## src/rtl/mem_phase_sequencer_if.sv

```systemverilog
// Bundle of UART RX/TX, processor and BRAM signals around the image-memory sequencer.
// master = sequencer side, slave = surrounding UART/processor/BRAM side.
interface mem_phase_sequencer_if #(
  parameter int ADDR_W = 18,
  parameter int DATA_W = 8
);
  logic              rx_done;
  logic [DATA_W-1:0] rx_data;
  logic              tx_done;
  logic [ADDR_W-1:0] pro_addr;
  logic [DATA_W-1:0] pro_dout;
  logic              pro_we;
  logic              pro_over;
  logic [DATA_W-1:0] mem_dout;
  logic [ADDR_W-1:0] mem_addr;
  logic [DATA_W-1:0] mem_din;
  logic              mem_we;
  logic              pro_rst;
  logic              tx_start;
  logic [DATA_W-1:0] tx_data;
  logic              rx_finish;
  logic              tx_finish;

  modport master (
    input  rx_done, rx_data, tx_done, pro_addr, pro_dout, pro_we, pro_over, mem_dout,
    output mem_addr, mem_din, mem_we, pro_rst, tx_start, tx_data, rx_finish, tx_finish
  );

  modport slave (
    output rx_done, rx_data, tx_done, pro_addr, pro_dout, pro_we, pro_over, mem_dout,
    input  mem_addr, mem_din, mem_we, pro_rst, tx_start, tx_data, rx_finish, tx_finish
  );
endinterface

```

## src/rtl/mem_phase_sequencer.sv

```systemverilog
// Time-shares the image BRAM across UART RX, processor and UART TX phases.
// Define SEQ_RESTART_EN to let an rx_done in DONE start a new run.
module mem_phase_sequencer #(
  parameter int ADDR_W   = 18,
  parameter int DATA_W   = 8,
  parameter int IN_BASE  = 7,
  parameter int IN_SIZE  = 65536,
  parameter int OUT_BASE = 65543,
  parameter int OUT_SIZE = 16257,
  parameter int READ_LAT = 1
) (
  input logic              clk,
  input logic              rst_n,
  mem_phase_sequencer_if.master bus
);
  localparam int CNT_W = ADDR_W + 1;
  localparam logic [CNT_W-1:0]  IN_SIZE_C  = CNT_W'(IN_SIZE);
  localparam logic [CNT_W-1:0]  OUT_SIZE_C = CNT_W'(OUT_SIZE);
  localparam logic [CNT_W-1:0]  IN_BASE_C  = CNT_W'(IN_BASE);
  localparam logic [CNT_W-1:0]  OUT_BASE_C = CNT_W'(OUT_BASE);
  localparam logic [ADDR_W-1:0] IN_ADDR0   = ADDR_W'(IN_BASE);
  localparam logic [1:0]        LAT_C      = 2'(READ_LAT);

  typedef enum logic [2:0] {RX, PROC, TX_ADDR, TX_WAIT, TX_GO, TX_BUSY, DONE} state_t;

  state_t            state_reg, state_next;
  logic [CNT_W-1:0]  rx_cnt_reg, rx_cnt_next;
  logic [CNT_W-1:0]  tx_cnt_reg, tx_cnt_next;
  logic [1:0]        lat_cnt_reg, lat_cnt_next;
  logic              wr_pending_reg, wr_pending_next;
  logic [ADDR_W-1:0] wr_addr_reg, wr_addr_next;
  logic [DATA_W-1:0] wr_data_reg, wr_data_next;
  logic [DATA_W-1:0] tx_data_reg, tx_data_next;
  logic              rx_finish_reg, rx_finish_next;
  logic              tx_finish_reg, tx_finish_next;

  logic [CNT_W-1:0]  rx_sum;
  logic [CNT_W-1:0]  tx_sum;
  logic              last_write;

  // A byte arriving during the pending write lands one address further on.
  assign rx_sum     = IN_BASE_C + rx_cnt_reg + CNT_W'(wr_pending_reg);
  assign tx_sum     = OUT_BASE_C + tx_cnt_reg;
  assign last_write = wr_pending_reg && (rx_cnt_reg == IN_SIZE_C - 1'b1);

  always_ff @(posedge clk or negedge rst_n) begin
    if (!rst_n) begin
      state_reg      <= RX;
      rx_cnt_reg     <= '0;
      tx_cnt_reg     <= '0;
      lat_cnt_reg    <= '0;
      wr_pending_reg <= 1'b0;
      wr_addr_reg    <= IN_ADDR0;
      wr_data_reg    <= '0;
      tx_data_reg    <= '0;
      rx_finish_reg  <= 1'b0;
      tx_finish_reg  <= 1'b0;
    end else begin
      state_reg      <= state_next;
      rx_cnt_reg     <= rx_cnt_next;
      tx_cnt_reg     <= tx_cnt_next;
      lat_cnt_reg    <= lat_cnt_next;
      wr_pending_reg <= wr_pending_next;
      wr_addr_reg    <= wr_addr_next;
      wr_data_reg    <= wr_data_next;
      tx_data_reg    <= tx_data_next;
      rx_finish_reg  <= rx_finish_next;
      tx_finish_reg  <= tx_finish_next;
    end
  end

  always_comb begin
    state_next      = state_reg;
    rx_cnt_next     = rx_cnt_reg;
    tx_cnt_next     = tx_cnt_reg;
    lat_cnt_next    = lat_cnt_reg;
    wr_pending_next = wr_pending_reg;
    wr_addr_next    = wr_addr_reg;
    wr_data_next    = wr_data_reg;
    tx_data_next    = tx_data_reg;
    rx_finish_next  = rx_finish_reg;
    tx_finish_next  = tx_finish_reg;
    bus.mem_addr    = tx_sum[ADDR_W-1:0];
    bus.mem_din     = '0;
    bus.mem_we      = 1'b0;
    bus.pro_rst     = 1'b0;
    bus.tx_start    = 1'b0;

    case (state_reg)
      RX: begin
        bus.pro_rst     = 1'b1;
        bus.mem_addr    = wr_addr_reg;
        bus.mem_din     = wr_data_reg;
        bus.mem_we      = wr_pending_reg;
        wr_pending_next = 1'b0;
        if (wr_pending_reg)
          rx_cnt_next = rx_cnt_reg + 1'b1;
        if (last_write) begin
          state_next     = PROC;
          rx_finish_next = 1'b1;
        end else if (bus.rx_done) begin
          wr_pending_next = 1'b1;
          wr_addr_next    = rx_sum[ADDR_W-1:0];
          wr_data_next    = bus.rx_data;
        end
      end
      PROC: begin
        bus.mem_addr = bus.pro_addr;
        bus.mem_din  = bus.pro_dout;
        bus.mem_we   = bus.pro_we;
        if (bus.pro_over)
          state_next = TX_ADDR;
      end
      TX_ADDR: begin
        lat_cnt_next = '0;
        state_next   = TX_WAIT;
      end
      TX_WAIT: begin
        // Address held READ_LAT+1 cycles so the sample lands after the BRAM output settles.
        if (lat_cnt_reg == LAT_C) begin
          tx_data_next = bus.mem_dout;
          state_next   = TX_GO;
        end else begin
          lat_cnt_next = lat_cnt_reg + 1'b1;
        end
      end
      TX_GO: begin
        bus.tx_start = 1'b1;
        state_next   = TX_BUSY;
      end
      TX_BUSY: begin
        if (bus.tx_done) begin
          tx_cnt_next = tx_cnt_reg + 1'b1;
          if (tx_cnt_reg + 1'b1 == OUT_SIZE_C) begin
            state_next     = DONE;
            tx_finish_next = 1'b1;
          end else begin
            state_next = TX_ADDR;
          end
        end
      end
      DONE: begin
`ifdef SEQ_RESTART_EN
        if (bus.rx_done) begin
          state_next      = RX;
          rx_cnt_next     = '0;
          tx_cnt_next     = '0;
          lat_cnt_next    = '0;
          rx_finish_next  = 1'b0;
          tx_finish_next  = 1'b0;
          wr_pending_next = 1'b1;
          wr_addr_next    = IN_ADDR0;
          wr_data_next    = bus.rx_data;
        end
`else
        state_next = DONE;
`endif
      end
      default: state_next = RX;
    endcase
  end

  assign bus.tx_data   = tx_data_reg;
  assign bus.rx_finish = rx_finish_reg;
  assign bus.tx_finish = tx_finish_reg;
endmodule

```

## src/flat_wrapper.sv

```systemverilog
// flat-port wrapper written by rule: the top's interface ports become plain ports
module mem_phase_sequencer_flat 
#(
  parameter int ADDR_W   = 18,
  parameter int DATA_W   = 8,
  parameter int IN_BASE  = 7,
  parameter int IN_SIZE  = 65536,
  parameter int OUT_BASE = 65543,
  parameter int OUT_SIZE = 16257,
  parameter int READ_LAT = 1
)
  (clk, rst_n, bus_rx_done, bus_rx_data, bus_tx_done, bus_pro_addr, bus_pro_dout, bus_pro_we, bus_pro_over, bus_mem_dout, bus_mem_addr, bus_mem_din, bus_mem_we, bus_pro_rst, bus_tx_start, bus_tx_data, bus_rx_finish, bus_tx_finish);
  mem_phase_sequencer_if #(.ADDR_W(ADDR_W), .DATA_W(DATA_W)) bus_i ();
  input logic clk;
  input logic rst_n;
  input wire logic [$bits(bus_i.rx_done)-1:0] bus_rx_done;
  input wire logic [$bits(bus_i.rx_data)-1:0] bus_rx_data;
  input wire logic [$bits(bus_i.tx_done)-1:0] bus_tx_done;
  input wire logic [$bits(bus_i.pro_addr)-1:0] bus_pro_addr;
  input wire logic [$bits(bus_i.pro_dout)-1:0] bus_pro_dout;
  input wire logic [$bits(bus_i.pro_we)-1:0] bus_pro_we;
  input wire logic [$bits(bus_i.pro_over)-1:0] bus_pro_over;
  input wire logic [$bits(bus_i.mem_dout)-1:0] bus_mem_dout;
  output wire logic [$bits(bus_i.mem_addr)-1:0] bus_mem_addr;
  output wire logic [$bits(bus_i.mem_din)-1:0] bus_mem_din;
  output wire logic [$bits(bus_i.mem_we)-1:0] bus_mem_we;
  output wire logic [$bits(bus_i.pro_rst)-1:0] bus_pro_rst;
  output wire logic [$bits(bus_i.tx_start)-1:0] bus_tx_start;
  output wire logic [$bits(bus_i.tx_data)-1:0] bus_tx_data;
  output wire logic [$bits(bus_i.rx_finish)-1:0] bus_rx_finish;
  output wire logic [$bits(bus_i.tx_finish)-1:0] bus_tx_finish;
  assign bus_i.rx_done = bus_rx_done;
  assign bus_i.rx_data = bus_rx_data;
  assign bus_i.tx_done = bus_tx_done;
  assign bus_i.pro_addr = bus_pro_addr;
  assign bus_i.pro_dout = bus_pro_dout;
  assign bus_i.pro_we = bus_pro_we;
  assign bus_i.pro_over = bus_pro_over;
  assign bus_i.mem_dout = bus_mem_dout;
  assign bus_mem_addr = bus_i.mem_addr;
  assign bus_mem_din = bus_i.mem_din;
  assign bus_mem_we = bus_i.mem_we;
  assign bus_pro_rst = bus_i.pro_rst;
  assign bus_tx_start = bus_i.tx_start;
  assign bus_tx_data = bus_i.tx_data;
  assign bus_rx_finish = bus_i.rx_finish;
  assign bus_tx_finish = bus_i.tx_finish;
  mem_phase_sequencer #(.ADDR_W(ADDR_W), .DATA_W(DATA_W), .IN_BASE(IN_BASE), .IN_SIZE(IN_SIZE), .OUT_BASE(OUT_BASE), .OUT_SIZE(OUT_SIZE), .READ_LAT(READ_LAT)) u_core (.clk(clk), .rst_n(rst_n), .bus(bus_i));
endmodule
```

## config.mk

```make
export PLATFORM = sky130hd
export DESIGN_NAME = mem_phase_sequencer_flat
export DESIGN_NICKNAME = d
export VERILOG_FILES = /design/src/rtl/mem_phase_sequencer_if.sv /design/src/rtl/mem_phase_sequencer.sv /design/src/flat_wrapper.sv
export SDC_FILE = /design/constraint.sdc
export NUM_CORES = 1
export LEC_CHECK = 0
export ABC_AREA = 1
export BUFFER_PORTS_ARGS = -buffer_cell sky130_fd_sc_hd__buf_2
export CAP_MARGIN = 40
export CORE_MARGIN = 2
export CORE_UTILIZATION = 50
export CTS_CLUSTER_SIZE = 14
export DETAILED_ROUTE_END_ITERATION = 12
export PLACE_DENSITY = 0.76
export SLEW_MARGIN = 25
export SYNTH_ARGS = -nofsm -noshare
export SYNTH_HDL_FRONTEND = slang
export SYNTH_SLANG_ARGS = --single-unit
```

## constraint.sdc

```tcl
create_clock -name clk -period 1.8 [get_ports clk]
set_clock_uncertainty 0.1 [all_clocks]
set_input_delay 0.09 -clock clk [delete_from_list [all_inputs] [get_ports clk]]
set_output_delay 0.09 -clock clk [all_outputs]
set_load 0.01 [all_outputs]
```

==> flow_metrics.tcl <==
set metrics [dict create \
    outcome "finished, violations left" \
    failed_checks "setup timing" \
    end_kind "primary output" \
    nFillCells 533 \
    syn_nets 691 \
    via_per_inst 5.556 \
    yosys.area_share.simple_pct 28.93 \
    grt_use_met2_pct 48.06 \
    synth-adder-area-share_pct 1.542 \
    tightest_slew_ps 488.1 \
    yosys_register_bits 80 \
    clk_pin_slew_ps 80 \
    synth_mux_area_share_pct 1.850 \
    setup_slack_ps -296.2 \
    grt_pass1_vias 4911 \
    gp_congestion 1.004 \
    finalCritPeriodShare_pct 116.5 \
    p_switching_mw 5.820 \
    yosys.area_share.xor_xnor_pct 6.115 \
    first_pass_iters 5 \
    dieArea_um2 10550 \
    synth_area_leaders "dfrtp_1 40%, nand2_1 14%, inv_1 5.4%, xor2_1 5.4%, o21ai_0 5.3%" \
    max-cap-violations 0 \
    clock_latency_ps 380 \
    critical_path_depth 8 \
    io_buffers 86 \
    reg2reg_slack_ps -220 \
    rsz0062_at_grt "yes" \
    cts_root_buf "clkbuf_8" \
    arrival_ps 1910 \
    ys_warn_count 0 \
    met3_usage_pct 6.102 \
    crit_fanout 5 \
    grt_util_all_layers_pct 28.85 \
    ys_top_cells_by_count "184 x nand2_1, 77 x dfrtp_1, 70 x inv_1, 52 x o21ai_0, 49 x nor2_1" \
    p_leak_nw 3.582 \
    clkPwrFrac_pct 10.9 \
    grt_pass1_wl_um 23540 \
    antenna_found_initial 0 \
    worst_ep_required_time_ps 1610 \
    synth_cell_types 41 \
    synth_flop_cell "dfrtp_1" \
    cts.htree.levels 3 \
    critical_path.startpoint "u_core.tx_cnt_reg[9]" \
    hold_viol_final 0 \
    crit_path_end "bus_mem_addr[16]" \
    synth_seq_area_share_pct 41.19 \
    hp-class "primary input to flip-flop" \
    start_util_pct 50.76 \
    synth.cell_area_um2 4870 \
    finalSetupViolCount 43 \
    path_buf_inv 2 \
    vdd_ir_drop_max_v 0.0008477 \
    ios 87 \
    reg2reg_depth 14 \
    power_mw 12.59 \
    syn_inst 637 \
    max-slew-margin-rel_pct 67.46 \
    overflow 0 \
    crit_path_top_delay_cell "dfrtp_1" \
    syn_area_per_cell_um2 7.645 \
    clock_sinks 80 \
    p_int_mw 6.773 \
    fmax_mhz 477.0 \
    place_area_um2 5873 \
    slowest_delay_ps 420 \
    finalWirelength_um 17930 \
    syn_to_final_growth_pct 54.11 \
    r2r_start "u_core.tx_cnt_reg[0]" \
    critical_path.cell_chain "buf_4 > nand2_4 > nor2_1 > nand2_1 > o21ai_2 > nand2_1 > o221ai_2 > buf_2" \
    synth_top_family_by_area "simple AND/OR/NAND/NOR gates" \
    clk_path_buf_depth 2 \
    yosysTopAreaCell "dfrtp_1" \
    drt-wirelength-per-cell_um 18.07 \
    seqPwrFrac_pct 23.4 \
    yosys.cell_count.top_type "nand2_1" \
    final_max_slew_viol_count 0 \
    power_frac_comb_pct 65.7 \
    crit_family "simple AND/OR/NAND/NOR gates" \
    synth_top_area_share_pct 39.57 \
    die_h_um 102.7 \
    r2r-end "u_core.state_reg[2]" \
    setup.worst_path.start_class "flip-flop" \
    diodes 0 \
    period_minus_slack_ps 2096 \
    synth-compound-area-share_pct 12.46 \
    nets 908 \
    top_usage_layer "met2" \
    first_iter_violations 407 \
    vias 5512 \
    grt_max_degree 35 \
    powerDensity_nw_per_um2 1678 \
    use_met1_pct 36.27 \
    drc 0 \
    ys_async_sr_fraction_pct 100.0 \
    swShare_pct 46.22 \
    synth_edf_count 0 \
    dpl.hpwl_um 10100 \
    setup-tns-final_ps -5549 \
    fp.dieW_um 102.7 \
    fp-row-count 36 \
    critPathKind "flip-flop to primary output" \
    core_um2 9594 \
    final_area_um2 7505 \
    cts_tree "done" \
    cpMostUsedCell "nand2_1" \
    cts_buffers 9 \
    drive_above_1_share_pct 45.29 \
    ant_nets 0 \
]
worst reg2reg max path, cell delays in order, from the launching register on:
cell and delay [ps]:
dfrtp_1 370, buf_4 140, ha_4 150, nand2_2 70
nor2_4 150, nand3b_2 140, nor2_1 120, nor2_1 50
nor2_1 180, nand2_1 100, nor2_1 90, nand2_1 90
nand2_1 70, nand2_1 50, nand2_1 60
cell families (layout without fill, tap and decap cells):
family                     count (synthesis)  in the layout
AOI/OAI and AO/OA                        106            106
xor gates and xnor gates                  34             34
adders and majority gates                  6              6
buffers and inverters                     91            313
DFF                                       80             80
muxes                                      8              8
and+or+nand+nor                          312            312
worst min-delay path by stage:
stage	startpoint	end	cells past startpoint
after floorplan	rst_n	u_core.bus.rx_finish	0
after global placement	rst_n	u_core.tx_cnt_reg[3]	1
after detailed placement	rst_n	u_core.tx_cnt_reg[3]	1
after CTS	bus_rx_done	u_core.wr_addr_reg[0]	4
after global routing	rst_n	u_core.tx_cnt_reg[0]	2
final	bus_pro_over	u_core.state_reg[1]	5
layer usage:
metal  vias to the layer above  part of all wire [%]
met4                         0                   5.8
met5                         -                     0
met3                        94                   7.0
met1                      2641                    36
li1                       2483                     -
met2                       294                    51
what timing repair did:
| action | in CTS | in global routing |
|---|---|---|
| setup buffers | 20 | 30 |
| pin swaps | 22 | 27 |
| hold endpoints to repair | 81 | 0 |
| gates resized for setup | 101 | 126 |
| hold buffers | 18 | 0 |
| cloned | 2 | 4 |
| endpoints found under the setup margin | 36 | 70 |
stage by stage:
step / hold WS (ps) / util, % / setup WS, ps / instances
after floorplan: -305.6 / - / 82.30 / 637
after global placement: -30.10 / 61.22 / -21.69 / 902
after detailed placement: -19.91 / 61.22 / -81.25 / 902
after CTS: 72.05 / 70.08 / -251.6 / 958
after global routing: 154.3 / 78.22 / -380.7 / 992
final: 103.7 / 78.22 / -296.2 / 992
placed cells by master (no fill, tap or decap), drive strengths merged, types with 9 or more instances in the layout:
| master | instances |
|---|---|
| a21oi | 9 |
| buf | 199 |
| clkbuf | 12 |
| dfrtp | 77 |
| dlygate4sd3 | 18 |
| inv | 78 |
| nand2 | 193 |
| nand3 | 32 |
| nor2 | 66 |
| o211ai | 12 |
| o21ai | 77 |
| xor2 | 30 |
cell type report:
| cell class | instances | area (um^2) | share of cell area (%) |
|---|---|---|---|
| clock buffers | 10 | 127.6 | 1.701 |
| repair inverters | 1 | 6.256 | 0.08336 |
| inverters | 77 | 321.6 | 4.285 |
| well taps | 133 | 166.4 | 2.217 |
| multi-input cells | 466 | 3088 | 41.15 |
| repair buffers | 219 | 1714 | 22.84 |
| flip-flops and latches | 80 | 2013 | 26.83 |
| clock inverters | 6 | 67.56 | 0.9003 |
power by group through the flow:
| stage | Sequential, mW | Clock (mW) | Combinational [mW] |
|---|---|---|---|
| finish | 2.95 | 1.37 | 8.27 |
| global route | 2.99 | 1.45 | 8.81 |
| CTS | 2.84 | 1.37 | 6.53 |
| detailed placement | 2.87 | 0 | 5.27 |
| global placement | 2.86 | 0 | 5.19 |
| floorplan | 2.83 | 0 | 3.07 |
(Power assumes the default switching activity.)
